$ cat config.mk
export PLATFORM = sky130hd
export DESIGN_NAME = mem_ctrl
export DESIGN_NICKNAME = d
export VERILOG_FILES = /design/src/rtl/mem_ctrl.sv
export SDC_FILE = /design/constraint.sdc
export NUM_CORES = 1
export LEC_CHECK = 0
export BUFFER_PORTS_ARGS = -buffer_cell sky130_fd_sc_hd__buf_2
export CAP_MARGIN = 20
export CORE_UTILIZATION = 50
export DETAILED_ROUTE_END_ITERATION = 7
export HOLD_SLACK_MARGIN = 0.12
export PLACE_DENSITY = 0.91
export SKIP_LAST_GASP = 1
export SYNTH_ARGS = -nofsm -noshare
export SYNTH_HDL_FRONTEND = slang
export SYNTH_SLANG_ARGS = --single-unit
$ cat constraint.sdc
create_clock -name clk -period 3.2 [get_ports clk]
set_input_delay 0.8 -clock clk [delete_from_list [all_inputs] [get_ports clk]]
set_output_delay 0.8 -clock clk [all_outputs]
set_load 0.01 [all_outputs]
$ cat src/rtl/mem_ctrl.sv
// Memory-side responder for the icache (port 1) and dcache (port 0): round-robin arbitration,
// each 32-bit word access split into four byte accesses to an 8-bit synchronous RAM.
module mem_ctrl #(
    parameter int ADDR_W  = 17,
    parameter int PORTS_N = 2
) (
    input  logic                  clk,
    input  logic                  rst,
    input  logic [2*PORTS_N-1:0]  rw_flag_i,
    input  logic [32*PORTS_N-1:0] addr_i,
    input  logic [32*PORTS_N-1:0] w_data_i,
    input  logic [4*PORTS_N-1:0]  w_mask_i,
    output logic [32*PORTS_N-1:0] r_data_o,
    output logic [PORTS_N-1:0]    busy_o,
    output logic [PORTS_N-1:0]    done_o,
    output logic [ADDR_W-1:0]     ram_addr_o,
    output logic                  ram_we_o,
    output logic [7:0]            ram_wdata_o,
    input  logic [7:0]            ram_rdata_i
);

    typedef enum logic [2:0] {
        IDLE,
        RD,
        RD_TAIL,
        WR,
        DONE
    } state_t;

    state_t              state;
    logic [1:0]          cnt;
    logic                ptr;
    logic                gnt;
    logic [ADDR_W-3:0]   word;
    logic [31:0]         wdata;
    logic [3:0]          wmask;
    logic [23:0]         rbuf;

    logic [PORTS_N-1:0]  pend;
    logic                sel;
    logic [1:0]          sel_flag;
    logic [31:0]         sel_addr;
    logic [31:0]         sel_wdata;
    logic [3:0]          sel_mask;
    logic [1:0]          cnt_inc;
    logic                unused_addr_bits;

    always_comb begin
        pend = '0;
        for (int p = 0; p < PORTS_N; p++) begin
            pend[p] = |rw_flag_i[2*p +: 2];
        end
    end

    // A lone requester is granted directly; a tie goes to the pointer's port.
    always_comb begin
        sel = ptr;
        if (pend == 2'b01) begin
            sel = 1'b0;
        end else if (pend == 2'b10) begin
            sel = 1'b1;
        end
    end

    assign sel_flag  = rw_flag_i[2*sel +: 2];
    assign sel_addr  = addr_i[32*sel +: 32];
    assign sel_wdata = w_data_i[32*sel +: 32];
    assign sel_mask  = w_mask_i[4*sel +: 4];
    assign cnt_inc   = cnt + 2'd1;

    // Byte-lane bits and bits above the RAM width do not take part in addressing.
    assign unused_addr_bits = ^{sel_addr[31:ADDR_W], sel_addr[1:0]};

    // NOTE: every register below is state, so it is assigned with <= only; the
    // reset branch is synchronous and covers all of them, including the read buffer.
    always_ff @(posedge clk) begin
        if (rst) begin
            state       <= IDLE;
            cnt         <= '0;
            ptr         <= 1'b0;
            gnt         <= 1'b0;
            word        <= '0;
            wdata       <= '0;
            wmask       <= '0;
            rbuf        <= '0;
            r_data_o    <= '0;
            busy_o      <= '0;
            done_o      <= '0;
            ram_addr_o  <= '0;
            ram_we_o    <= 1'b0;
            ram_wdata_o <= '0;
        end else begin
            // NOTE: done_o defaults low every cycle so the state that sets it yields a single-cycle pulse.
            done_o <= '0;
            case (state)
                IDLE: begin
                    if (|pend) begin
                        gnt        <= sel;
                        if (&pend) begin
                            ptr <= ~ptr;
                        end
                        word       <= sel_addr[ADDR_W-1:2];
                        wdata      <= sel_wdata;
                        wmask      <= sel_mask;
                        cnt        <= '0;
                        busy_o     <= '1;
                        ram_addr_o <= {sel_addr[ADDR_W-1:2], 2'b00};
                        if (sel_flag[1]) begin
                            state       <= WR;
                            ram_we_o    <= sel_mask[0];
                            ram_wdata_o <= sel_wdata[7:0];
                        end else begin
                            state    <= RD;
                            ram_we_o <= 1'b0;
                        end
                    end
                end

                RD: begin
                    cnt <= cnt_inc;
                    // ram_rdata_i now carries the byte addressed in the previous cycle.
                    case (cnt)
                        2'd1:    rbuf[7:0]   <= ram_rdata_i;
                        2'd2:    rbuf[15:8]  <= ram_rdata_i;
                        2'd3:    rbuf[23:16] <= ram_rdata_i;
                        default: ;
                    endcase
                    if (cnt == 2'd3) begin
                        state <= RD_TAIL;
                    end else begin
                        ram_addr_o <= {word, cnt_inc};
                    end
                end

                RD_TAIL: begin
                    r_data_o[32*gnt +: 32] <= {ram_rdata_i, rbuf};
                    done_o[gnt]            <= 1'b1;
                    state                  <= DONE;
                end

                WR: begin
                    cnt <= cnt_inc;
                    if (cnt == 2'd3) begin
                        ram_we_o    <= 1'b0;
                        done_o[gnt] <= 1'b1;
                        state       <= DONE;
                    end else begin
                        ram_addr_o  <= {word, cnt_inc};
                        ram_we_o    <= wmask[cnt_inc];
                        ram_wdata_o <= wdata[8*cnt_inc +: 8];
                    end
                end

                DONE: begin
                    busy_o <= '0;
                    state  <= IDLE;
                end

                default: begin
                    state    <= IDLE;
                    busy_o   <= '0;
                    ram_we_o <= 1'b0;
                end
            endcase
        end
    end

    // Structural invariants of the handshake and RAM interface.
    a_done_onehot: assert property (@(posedge clk) disable iff (rst) $onehot0(done_o));
    a_we_only_wr:  assert property (@(posedge clk) disable iff (rst) ram_we_o |-> (state == WR));
    a_idle_free:   assert property (@(posedge clk) disable iff (rst) (state == IDLE) |-> (busy_o == '0));

endmodule

======== Word-level counts from Yosys, hierarchy flattened ========
Index checks and enable logic that the tools add are counted.
word-level totals
  register bits ........................... 176
  bits in latches ......................... 0
  bits in writable memories ............... 0
  bits in read-only memories .............. 0
  bits of input ports ..................... 150
  output and inout bits ................... 94
  word-level logic and storage cells ...... 96
  memories ................................ 0
cells by class
  $add $sub $neg .......................... 2
  multiply operators ...................... 0
  divide/modulo/power cells ............... 0
  $lt $le $gt $ge ......................... 3
  eq/ne operators ......................... 15
  shifts and indexed selects .............. 7
  mux-type cells .......................... 29
  bitwise gates (word level) .............. 3
  reduce and logical (&&, ||, !) cells .... 21
operators by type and width
  kind                        number
  $bwmux W64                  1
  $shift A32 B34 Y64 const A  1
  $shiftx A32 B34 Y64         1
  $shiftx A64 B7 Y17          1
  $shiftx A64 B7 Y32          1
  $mux W17                    2
  $neg A6 Y34                 1
  $pmux W17 S2                1
  $shiftx A32 B6 Y8           1
  $mux W8                     3
  $pmux W8 S2                 1
  $reduce_and A2 Y1           7
  $ne A2 B2 Y1 const B        6
  $pmux W2 S2                 3
  $pmux W3 S4                 1
  $mux W3                     3
  $mux W2                     4
  $reduce_and A4 Y1           2
  $shiftx A8 B4 Y4            1
  $mux W1                     7
  $eq A2 B2 Y1 const B        3
  $eq A3 B2 Y1 const B        2
  $reduce_and A3 Y1           2
  $reduce_or A2 Y1            3
  other kinds (17)            22

======== Longest topological paths before layout ========
Gate-level depths: netlist of run 1.
  depth in word-level cells ............... 8
  mapped depth ............................ 7
  depth with buffers taken out ............ 5

======== Worst setup path before layout of run 1 ========
OpenSTA, ideal clock, no wires.
  path kind ............................... register to register
  start ................................... register cnt[0]
  end ..................................... register ram_we_o
  library setup time ...................... 128 ps
  arrival time ............................ 2268 ps
  data required time ...................... 3072 ps
  path slack .............................. 804 ps
  stages on the path, launching flop included .. 8
  buffers on the path ..................... 2
  clock period less this slack ............ 2396 ps
  path through ............................ dfxtp_1 > buf_2 > inv_1 > ha_1 > clkbuf_1 > mux4_2 > a221oi_2 > nor2_1
on the way
  cells in the longest elaborated chain, start to end .. 5
  elaborated cells on any way between the ends .. 6
  classes of those cells .................. 1 x add/sub; 1 x eq/ne; 4 x mux
ends and longest elaborated chain
  element                        RTL line  text
  start: declaration             31        logic [1:0] cnt;
  start signal: assignment       120       cnt <= cnt_inc;
  start signal: assignment       142       cnt <= cnt_inc;
  $add A2 B1 Y2                  69        assign cnt_inc = cnt + 2'd1;
  $bmux W1 S2                    149       ram_we_o <= wmask[cnt_inc];
  $mux W1 (implied by the code)  149
  $mux W1 *                      143       if (cnt == 2'd3) begin
  $pmux W1 S3 *                  95        case (state)
  end signal: assignment         110       ram_we_o <= sel_mask[0];
  end signal: assignment         149
  end: declaration               17        output logic ram_we_o,
Every way passes the cells marked *; elsewhere a longest branch is shown, timed or not. The select of a mux whose other input is x is not followed.
A chain may end at the register's enable or synchronous reset.

======== Final worst setup path of run 1 ========
  start ................................... register state[0]
  end ..................................... register ram_wdata_o[4]
on the way
  cells in the longest elaborated chain, start to end .. 3
  elaborated cells on any way between the ends .. 8
  classes of those cells .................. 4 x eq/ne; 1 x mux; 3 x reduce/logical
ends and longest elaborated chain
  element                                                              RTL line  text
  start: declaration                                                   30        state_t state;
  start signal: assignment                                             78        state <= IDLE;
  start signal: assignment                                             109       state <= WR;
  start signal: assignment                                             113       state <= RD;
  $eq A3 B2 Y1 or $logic_not A3 Y1 (tied branches)                     95
  $ne A2 B2 Y1 (no source line) or $reduce_bool A2 Y1 (tied branches)  n/a
  $reduce_and A4 Y1 (no source line)                                   n/a
  end signal: assignment                                               111       ram_wdata_o <= sel_wdata[7:0];
  end signal: assignment                                               150       ram_wdata_o <= wdata[8*cnt_inc +: 8];
  end: declaration                                                     18        output logic [7:0] ram_wdata_o,
Parallel ways exist; a longest one is shown, timed or not.

==> results of run 1 <==
## metal layers
metal	GRT usage	vias to the layer above	part of all wire
met1	0.315	3033	0.42
met3	0.0536	21	0.067
met4	0.0872	0	0.013
li1	-	3232	-
met2	0.433	270	0.50
met5	0	-	0
## power breakdown
| part | total, W | switching (W) | internal, W |
|---|---|---|---|
| clock | 0.00210 | 0.000923 | 0.00118 |
| sequential | 0.00275 | 0.000222 | 0.00253 |
| combinational | 0.00187 | 0.00111 | 0.000761 |
## final cells by class
class,count,area [um2]
Tap cell,180,225
Clock buffer,17,425
Fill cell,1155,5000
Sequential cell,175,3500
Clock inverter,15,176
Multi-Input combinational cell,595,3350
Timing Repair Buffer,223,1190
Inverter,2,7.51
## cells in the mapped netlist (all sizes together)
| cell type | count | area share |
|---|---|---|
| o221ai | 1 | 0.0012 |
| or3 | 2 | 0.0018 |
| nor2 | 76 | 0.041 |
| nand2b | 5 | 0.0044 |
| o21bai | 1 | 0.0011 |
| mux2i | 46 | 0.065 |
| o21ai | 3 | 0.0026 |
| inv | 2 | 0.0011 |
| xnor2 | 1 | 0.0012 |
| a211oi | 23 | 0.024 |
| a21oi | 112 | 0.079 |
| nand2 | 239 | 0.13 |
| mux4 | 9 | 0.028 |
| nand3 | 1 | 0.00070 |
| and3 | 3 | 0.0026 |
| dfxtp | 175 | 0.49 |
| mux2 | 9 | 0.015 |
| maj3 | 1 | 0.0016 |
| clkbuf | 48 | 0.025 |
| ha | 3 | 0.0053 |
| nand3b | 1 | 0.0011 |
| or2 | 2 | 0.0018 |
| a221oi | 16 | 0.021 |
| nor4 | 1 | 0.00088 |
| nor3 | 5 | 0.0035 |
| nor2b | 2 | 0.0018 |
| a311oi | 27 | 0.033 |
| and2 | 3 | 0.0026 |
| buf | 19 | 0.015 |
| a31oi | 3 | 0.0026 |
## final timing paths
| kind | slack, ns | to | cells after the start |
|---|---|---|---|
| setup reg to reg | 0.95 | ram_wdata_o[4]$_SDFFE_PP0P_ | 5 |
| hold / removal | 0.45 | r_data_o[13]$_SDFFE_PP0P_ | 2 |
| setup / recovery | 0.95 | ram_wdata_o[4]$_SDFFE_PP0P_ | 5 |
| hold reg to reg | 0.45 | r_data_o[13]$_SDFFE_PP0P_ | 2 |
## worst min-delay path, cell delays in order, from the launching register on
cell	delay, ns
dfxtp_1	0.31
nand2_1	0.05
a21oi_1	0.05
## registers in the layout (all words and copies together), names as in the netlist
register,flops
wdata,32
done_o,2
r_data_o,64
ram_addr_o,17
state,3
ram_wdata_o,8
wmask,4
rbuf,24
ram_we_o,1
word,15
busy_o,1
cnt,2
gnt,1
ptr,1
## through the flow
step	util	instances	hold slack (ns)
after floorplan	-	839	0.433
after global placement	0.597	1175	0.439
after detailed placement	0.597	1175	0.444
after CTS	0.640	1207	0.453
after global routing	0.640	1207	0.466
final	0.640	1207	0.452
## placed cells by master (no fill, tap or decap), types with 4 or more instances in the layout
master / instances
a211oi_1: 23
a21oi_1: 111
a221oi_1: 15
a311oi_1: 27
buf_2: 208
buf_4: 12
clkbuf_16: 17
dfxtp_1: 175
inv_8: 4
mux2_2: 8
mux2i_1: 46
mux4_2: 9
nand2_1: 239
nand2b_1: 5
nor2_1: 74
nor3_1: 4
## kinds of logic (layout without fill, tap and decap cells)
family | Yosys count | after routing
muxes | 64 | 64
xor gates and xnor gates | 1 | 1
AOI/OAI and AO/OA | 186 | 186
buffers and inverters | 69 | 257
DFF | 175 | 175
adders and majority gates | 4 | 4
and+or+nand+nor | 340 | 340
==> impl_metrics.csv, run 1 <==
group,metric,value,unit
outcome,status,"finished clean",
timing,totalNegativeSetupSlack,0,ns
synth,synthesis.nets,992,
floorplanning,die_width,121,um
drt,drc,0,
drt,ant_nets,0,
floorplanning,die_area,0.0147,mm2
clock_network,postCtsSetupRepairBufs,0,
setup_path,r2r-start,"state[0]$_SDFFE_PP0P_",
placement,dpl-instance-area,0.00828,mm2
clock_network,numCtsBuffers,17,
timing,setup_ws,0.951,ns
timing,relSlewSlack,0.314,
synth,yosysWarningCount,0,
finish,stdcell_area,0.00888,mm2
grt,grt_start_max_net_pins,81,
synth,synth_compound_area_frac,0.164,
grt,grt_pass1_wl,29.0,mm
finish,nNetsFinal,1167,
synth,synth_top_family_by_area,"simple AND/OR/NAND/NOR gates",
synth,synth_seq_area_share,0.491,
floorplanning,num_rows,43,
placement,dpl_worst_slack,0.507,ns
setup_path,crit_chain,"nand3b_1 -> or2_2 -> o21ai_2 -> nor2_1 -> a211oi_1",
timing,setup_viol,0,
power,leakage,3.77,nW
clock_network,clk_path_buf_depth,2,
drt,first_pass_iters,5,
timing,rsz0062_at_grt,"no",
placement,place_congestion,0.823,
floorplanning,core,0.0139,mm2
hold_path,hp-class,"reg -> reg",
power,peakVddDrop,0.480,mV
clock_network,hold_buffers,0,
setup_path,arrival,2.59,ns
power,power,0.00672,W
finish,num_antenna_cells,0,
synth,yosys.area_share.simple,0.188,
drt,wl_per_cell,15.3,um
synth,syn_area_per_cell,8.50,um2
floorplanning,ios,244,
setup_path,crit_required,3.54,ns
setup_path,crit_buf_inv,0,
grt,grt.overflow.total,0,
placement,portBuffers,209,
hold_path,min_from,"r_data_o[13]$_SDFFE_PP0P_",
job,cap_violations,0,
setup_path,worstSetupPathType,"reg -> reg",
synth,yosysUniqueCellTypes,38,
clock_network,root_buffer,"clkbuf_16",
setup_path,max_stage_delay,0.57,ns
synth,muxShareOfSynthArea,0.108,
setup_path,worstSetupEndpointType,"register",
clock_network,clkTransAtPathRegs,0.07,ns
synth,postSynthCellCount,839,
synth,yosys_register_bits,175,
drt,via_per_inst,5.43,
grt,antenna_found_initial,0,
synth,synth_xor_area_frac,0.00123,
power,power.density,757,mW/mm2
grt,grt_pass1_vias,5920,
clock_network,cts_tree,"built",
setup_path,cpMaxStageDelayCell,"dfxtp_1",
clock_network,clk_latency,0.43,ns
synth,synth_area,0.00713,mm2
drt,wl,18.5,mm
grt,grt_usage,0.254,
clock_network,ctsHtreeMaxLevel,4,
setup_path,cp-startpoint,"state[0]$_SDFFE_PP0P_",
timing,clock.fmax,0.445,GHz
synth,synth_fa_ha_area_frac,0.00684,
floorplanning,start_util,0.514,
timing,fin_skew,0.00766,ns
timing,final-hold-violation-count,0,
placement,place_hpwl,12.8,mm
drt,num_vias,6556,
timing,drv_slew,0,
finish,syn_to_final_growth,24.6,%
floorplanning,die_h,121,um
timing,finalCritPeriodShare,0.703,
setup_path,start_kind,"register",
drt,drt_iter0_drc,503,
setup_path,crit_family,"simple AND/OR/NAND/NOR gates",
timing,worst_slew_pin_slew,1.03,ns
setup_path,cp_max_fo,16,
timing,fin_crit,2.25,ns
clock_network,post_cts_resize_count,0,
clock_network,cts.sinks,175,
finish,drive_above_1_share,0.275,
No activity file was read; power rests on OpenSTA's default activity.
==> run 2, diff against run 1 <==
Settings changed: ABC_AREA set to 1, CORE_UTILIZATION 50 to 46, PLACE_DENSITY 0.91 to 0.87.
Clock period 3.2 ns to 2 ns, I/O delays scaled along.
==> run 2 against run 1 <==
Compared with the run above:
- die area is 14% higher
- routed wire length is 7.3% higher
- first-iteration DRC count is 0.80% lower
- register-to-register slack worse by 0.75 ns
- sequential cell count stayed put
- setup slack worse by 0.75 ns
- maximum frequency is 25% higher
- clock skew is 0.0018 ns lower
- synthesized area is 4.8% higher
- core utilization is 5.0 points lower
- design area is 5.5% higher
- non-clock buffer count is 10 higher
==> impl_metrics.csv, run 2 <==
group,metric,value,unit
timing,drv_slew,0,
setup_path,cp_max_fo,18,
finish,mostFrequentLayoutCells,"238 x nor2_1, 209 x buf_2, 190 x nand2_1, 175 x dfxtp_1, 99 x o21ai_0",
timing,worst_slew_pin_slew,0.588,ns
power,power.density,1580,mW/mm2
finish,fillers,1458,
setup_path,start_kind,"register",
synth,yosysUniqueCellTypes,29,
finish,final_common_cell,"nor2_1",
clock_network,cts_tree,"built",
drt,ant_nets,0,
setup_path,rr_worst_depth,8,
clock_network,numCtsBuffers,17,
setup_path,crit_chain,"inv_2 -> ha_1 -> buf_4 -> a21oi_1 -> o21ai_0 -> nand2_1 -> nor2_1 -> nor2_1",
finish,num_antenna_cells,0,
clock_network,hold_buffers,0,
clock_network,cts.sinks,175,
drt,wl_per_cell,13.4,um
synth,synthTopCellsByCount,"238 x nor2_1, 190 x nand2_1, 175 x dfxtp_1",
grt,antenna_found_initial,0,
synth,synth_area,0.00747,mm2
setup_path,crit_required,2.32,ns
synth,synth_seq_area_share,0.469,
hold_path,holdPathStages,2,
synth,yosysWarningCount,0,
synth,yosys_register_bits,175,
drt,num_vias,7413,
synth,postSynthCellCount,1060,
floorplanning,die_width,129,um
grt,grt_pass1_vias,6673,
timing,totalNegativeSetupSlack,0,ns
timing,setup_ws,0.198,ns
hold_path,whs_endpoint,"busy_o[0]$_SDFFE_PP0P_",
timing,fin_skew,0.00584,ns
synth,synth_area_leader_cell,"dfxtp_1",
setup_path,crit_top_cell,"nor2_1",
power,leakage,5.07,nW
clock_network,clk_latency,0.43,ns
finish,stdcell_count,1479,
floorplanning,core,0.0159,mm2
floorplanning,num_rows,46,
setup_path,worstSetupEndpointType,"register",
drt,drc,0,
placement,place_hpwl,13.8,mm
synth,synthesis.nets,1213,
timing,rsz0062_at_grt,"no",
timing,setup_viol,0,
floorplanning,die_area,0.0168,mm2
outcome,status,"finished clean",
clock_network,root_buffer,"clkbuf_16",
placement,portBuffers,209,
hold_path,min_from,"rst",
clock_network,ctsHtreeMaxLevel,4,
clock_network,post_cts_resize_count,0,
synth,synthTopCellsByArea,"dfxtp_1 47%, nor2_1 12%, nand2_1 9.5%, o21ai_0 6.6%, inv_1 4.1%",
finish,syn_to_final_growth,25.5,%
setup_path,max_stage_delay,0.64,ns
setup_path,crit_family,"adder cells",
finish,nNetsFinal,1403,
timing,relSlewSlack,0.608,
timing,clock.fmax,0.555,GHz
placement,dp.cells,1447,
setup_path,arrival,2.12,ns
job,cap_violations,0,
timing,final-hold-violation-count,0,
finish,drive_above_1_share,0.235,
synth,synth_edf_count,0,
grt,grt.overflow.total,0,
timing,fin_crit,1.80,ns
finish,stdcell_area,0.00937,mm2
floorplanning,die_h,129,um
synth,syn_area_per_cell,7.05,um2
hold_path,hp-class,"in -> reg",
grt,grt_pass1_wl,32.0,mm
grt,grt_start_max_net_pins,62,
synth,synth_most_common_cell,"nor2_1",
timing,finalCritPeriodShare,0.901,
drt,via_per_inst,5.01,
setup_path,crit_buf_inv,2,
finish,reg_top3,"r_data_o (64), wdata (32), rbuf (24)",
setup_path,regToRegSetupSlack,0.20,ns
floorplanning,start_util,0.470,
clock_network,clk_path_buf_depth,2,
finish,largest-register,"r_data_o",
synth,ys.flop_type,"dfxtp_1",
floorplanning,ios,244,
synth,synthArstFlopShare,0,
placement,place_congestion,0.862,
clock_network,postCtsSetupRepairBufs,0,
drt,wl,19.9,mm
finish,largest_reg_flops,64,
setup_path,r2r-start,"cnt[0]$_SDFFE_PP0P_",
drt,first_pass_iters,6,
clock_network,clkTransAtPathRegs,0.07,ns
setup_path,worstSetupPathType,"reg -> reg",
grt,grt_usage,0.243,
placement,dpl_worst_slack,0.0910,ns
synth,synth_top_area_frac,0.469,
drt,drt_iter0_drc,499,
placement,dpl-instance-area,0.00874,mm2
setup_path,r2r-end,"ram_wdata_o[6]$_SDFFE_PP0P_",
setup_path,cpMaxStageDelayCell,"ha_1",
power,peakVddDrop,0.959,mV
==> run 2: changes by cell type after synthesis, sizes merged, moves of 16 or more <==
cell / delta
a211oi: -23
a21oi: -101
a221oi: -16
a311oi: -27
buf: +17
clkbuf: -22
inv: +98
mux2i: -46
nand2: -44
nand3: +60
nor2: +168
o211ai: +36
o21ai: +146
==> run 2: area by class of cell <==
class	count	area, um2	share of cell area
clock buffer	18	429	0.0458
sequential	175	3500	0.374
tap	216	270	0.0288
timing repair buffer	233	1300	0.139
clock inverter	14	203	0.0216
multi-input combinational	723	3290	0.351
inverter	100	380	0.0406
==> run 2: report_power, final <==
group	switching (W)	leakage [nW]	internal [W]
sequential	0.000679	1.43	0.00473
clock	0.00146	0.307	0.00212
combinational	0.00371	3.32	0.00214
total	0.00585	5.07	0.00899
==> run 2: cell families after synthesis <==
kind of cell	share of synthesized area
compound gates	0.163
fa+ha+maj	0.00503
buf+inv	0.0920
flops	0.469
simple gates	0.271
==> run 2: how the worst max path moves through the flow <==
stage	from	endpoint	slack [ns]	cells after the start
floorplan	cnt[0]$_SDFFE_PP0P_	ram_we_o$_SDFFE_PP0P_	0.11	11
global placement	rw_flag_i[1]	ram_wdata_o[7]$_SDFFE_PP0P_	0.12	12
detailed placement	rw_flag_i[1]	ram_wdata_o[7]$_SDFFE_PP0P_	0.09	12
CTS	cnt[0]$_SDFFE_PP0P_	ram_wdata_o[6]$_SDFFE_PP0P_	0.19	8
global route	cnt[0]$_SDFFE_PP0P_	ram_wdata_o[4]$_SDFFE_PP0P_	0.02	8
finish	cnt[0]$_SDFFE_PP0P_	ram_wdata_o[6]$_SDFFE_PP0P_	0.20	8
==> run 2: metal layers <==
layer / routed length, um / vias to the layer above / GRT usage / share of wire
met4: 376 / 0 / 0.0889 / 0.019
li1: - / 3773 / - / -
met1: 8690 / 3309 / 0.301 / 0.44
met5: 0 / - / 0 / 0
met3: 1210 / 31 / 0.0479 / 0.061
met2: 9590 / 300 / 0.418 / 0.48
==> run 2: through the flow <==
| step | util | total power, W | hold WS [ns] |
|---|---|---|---|
| 2_1_floorplan | - | 0.00939 | 0.459 |
| 3_3_place_gp | 0.550 | 0.0111 | 0.451 |
| 3_5_place_dp | 0.550 | 0.0113 | 0.458 |
| 4_1_cts | 0.590 | 0.0149 | 0.353 |
| 5_1_grt | 0.590 | 0.0159 | 0.364 |
| 6_report | 0.590 | 0.0148 | 0.358 |
==> run 3, diff against run 2 <==
Settings changed: CELL_PAD_IN_SITES_DETAIL_PLACEMENT set to 2, CELL_PAD_IN_SITES_GLOBAL_PLACEMENT set to 2, CORE_UTILIZATION 46 to 24, PLACE_DENSITY 0.87 to 0.86.
==> run 3 against run 2 <==
Compared with the run above:
- combinational power increased by 7.7%
- highest routed layer unchanged
- sequential share of layout area down 0.93 points
- clock skew rose by 0.0065 ns
- largest cell class unchanged
==> impl_metrics.csv, run 3 (synthesis gave the netlist of run 2 again) <==
group,metric,value,unit
outcome,status,"finished clean",
drt,drc,0,
finish,final_common_cell,"nor2_1",
power,power.density,1570,mW/mm2
placement,place_hpwl,19.9,mm
timing,final-hold-violation-count,0,
power,peakVddDrop,0.662,mV
finish,syn_to_final_growth,28.7,%
timing,relSlewSlack,0.550,
setup_path,start_kind,"register",
floorplanning,die_h,178,um
timing,drv_slew,0,
floorplanning,num_rows,64,
timing,rsz0062_at_grt,"no",
placement,portBuffers,209,
setup_path,cp_max_fo,32,
setup_path,cpMaxStageDelayCell,"dfxtp_1",
clock_network,hold_buffers,0,
finish,final_util,0.314,
finish,mostFrequentLayoutCells,"238 x nor2_1, 209 x buf_2, 190 x nand2_1, 175 x dfxtp_1, 99 x o21ai_0",
setup_path,crit_chain,"buf_4 -> ha_2 -> nor2_4 -> inv_2 -> nand2_4 -> inv_4 -> nor2_1 -> o21ai_0 -> nand2_1",
drt,wl_met1,12.2,mm
drt,drt_iter0_drc,255,
clock_network,clk_path_buf_depth,2,
finish,largest-register,"r_data_o",
clock_network,ctsHtreeMaxLevel,4,
setup_path,arrival,2.08,ns
timing,clock.fmax,0.564,GHz
drt,num_vias,7721,
grt,grt_pass1_wl,42.5,mm
drt,top_layer_used,"met4",
setup_path,crit_buf_inv,3,
hold_path,hp-class,"in -> reg",
drt,routed-wl-met3,1.14,mm
timing,fin_crit,1.77,ns
drt,via_per_inst,4.65,
clock_network,cts.sinks,175,
drt,ant_nets,0,
floorplanning,start_util,0.244,
clock_network,numCtsBuffers,17,
grt,grt_start_max_net_pins,55,
timing,fin_skew,0.0124,ns
setup_path,worstSetupEndpointType,"register",
floorplanning,ios,244,
setup_path,max_stage_delay,0.34,ns
timing,totalNegativeSetupSlack,0,ns
drt,wl_per_cell,16.3,um
drt,first_pass_iters,4,
timing,setup_viol,0,
finish,largest_reg_flops,64,
setup_path,crit_required,2.31,ns
floorplanning,core,0.0306,mm2
grt,grt_usage,0.172,
finish,reg_top3,"r_data_o (64), wdata (32), rbuf (24)",
finish,num_antenna_cells,0,
floorplanning,die_area,0.0318,mm2
setup_path,crit_family,"buffers and inverters",
drt,met2RoutedLength,13.4,mm
placement,place_congestion,0.748,
grt,grt_pass1_vias,8068,
floorplanning,die_width,178,um
clock_network,clk_latency,0.43,ns
setup_path,worstSetupPathType,"reg -> reg",
timing,worst_slew_pin_slew,0.674,ns
timing,finalCritPeriodShare,0.887,
finish,nNetsFinal,1408,
finish,fillers,3733,
grt,antenna_found_initial,0,
finish,drive_above_1_share,0.239,
clock_network,root_buffer,"clkbuf_16",
clock_network,cts_tree,"built",
job,cap_violations,0,
clock_network,clkTransAtPathRegs,0.06,ns
grt,grt.overflow.total,0,
power,leakage,5.06,nW
drt,wl,27.1,mm
## run 3: cell count changes in the layout (fill, tap and decap cells not counted)
cell,change
bufinv_16,-2
clkbuf_8,+1
buf_12,+2
buf_4,+3
clkinvlp_4,+3
ha_2,+2
inv_6,-4
clkinv_4,+1
ha_1,-2
clkbuf_1,-1
## run 3: metal layers
layer,GRT usage,up-vias
li1,-,3768
met1,0.210,3757
met2,0.308,174
met3,0.0290,22
met4,0.0448,0
met5,0,-
## run 3: final cells by class
cell class	count	area (um2)	area share
Inverter	100	380	0.0396
Tap cell	396	495	0.0515
Timing Repair Buffer	238	1360	0.142
Multi-Input combinational cell	723	3290	0.342
Clock buffer	18	439	0.0457
Clock inverter	12	139	0.0144
Sequential cell	175	3500	0.364
## run 3: path summary, 6_finish.rpt
check / start / endpoint / slack, ns / cells after the start
max: cnt[0]$_SDFFE_PP0P_ / ram_addr_o[2]$_SDFFE_PP0P_ / 0.23 / 9
min: rst / busy_o[0]$_SDFFE_PP0P_ / 0.36 / 2
max reg2reg: cnt[0]$_SDFFE_PP0P_ / ram_addr_o[2]$_SDFFE_PP0P_ / 0.23 / 9
min reg2reg: ram_addr_o[5]$_SDFFE_PP0P_ / ram_addr_o[5]$_SDFFE_PP0P_ / 0.47 / 2
## run 3: repair_timing
item / CTS / global route
setup endpoints to repair: 0 / 10
endpoints found under the hold margin: 0 / 0
resized for setup: 0 / 2
buffers inserted: 0 / 0
## run 3: where the power goes
| part | leakage [nW] | internal (W) | switching (W) | total [W] |
|---|---|---|---|---|
| clock | 0.271 | 0.00187 | 0.00148 | 0.00336 |
| sequential | 1.43 | 0.00473 | 0.000745 | 0.00548 |
| combinational | 3.35 | 0.00222 | 0.00408 | 0.00630 |
| total | 5.06 | 0.00883 | 0.00631 | 0.0151 |
## run 3: worst register-to-register path, stage by stage (launching register included)
cell	delay, ns
dfxtp_1	0.34
buf_4	0.28
ha_2	0.31
nor2_4	0.07
inv_2	0.06
nand2_4	0.06
inv_4	0.27
nor2_1	0.10
o21ai_0	0.11
nand2_1	0.07
## run 3: through the flow
step                instances  total power (W)  setup slack, ns  hold WS (ns)  instance area, um2
floorplan                1060          0.00939            0.113         0.459                7470
global placement         1632           0.0116            0.108         0.452                9030
detailed placement       1632           0.0119           0.0388         0.471                9030
CTS                      1662           0.0154            0.118         0.342                9610
global route             1662           0.0163           0.0568         0.365                9610
finish                   1662           0.0151            0.227         0.362                9610
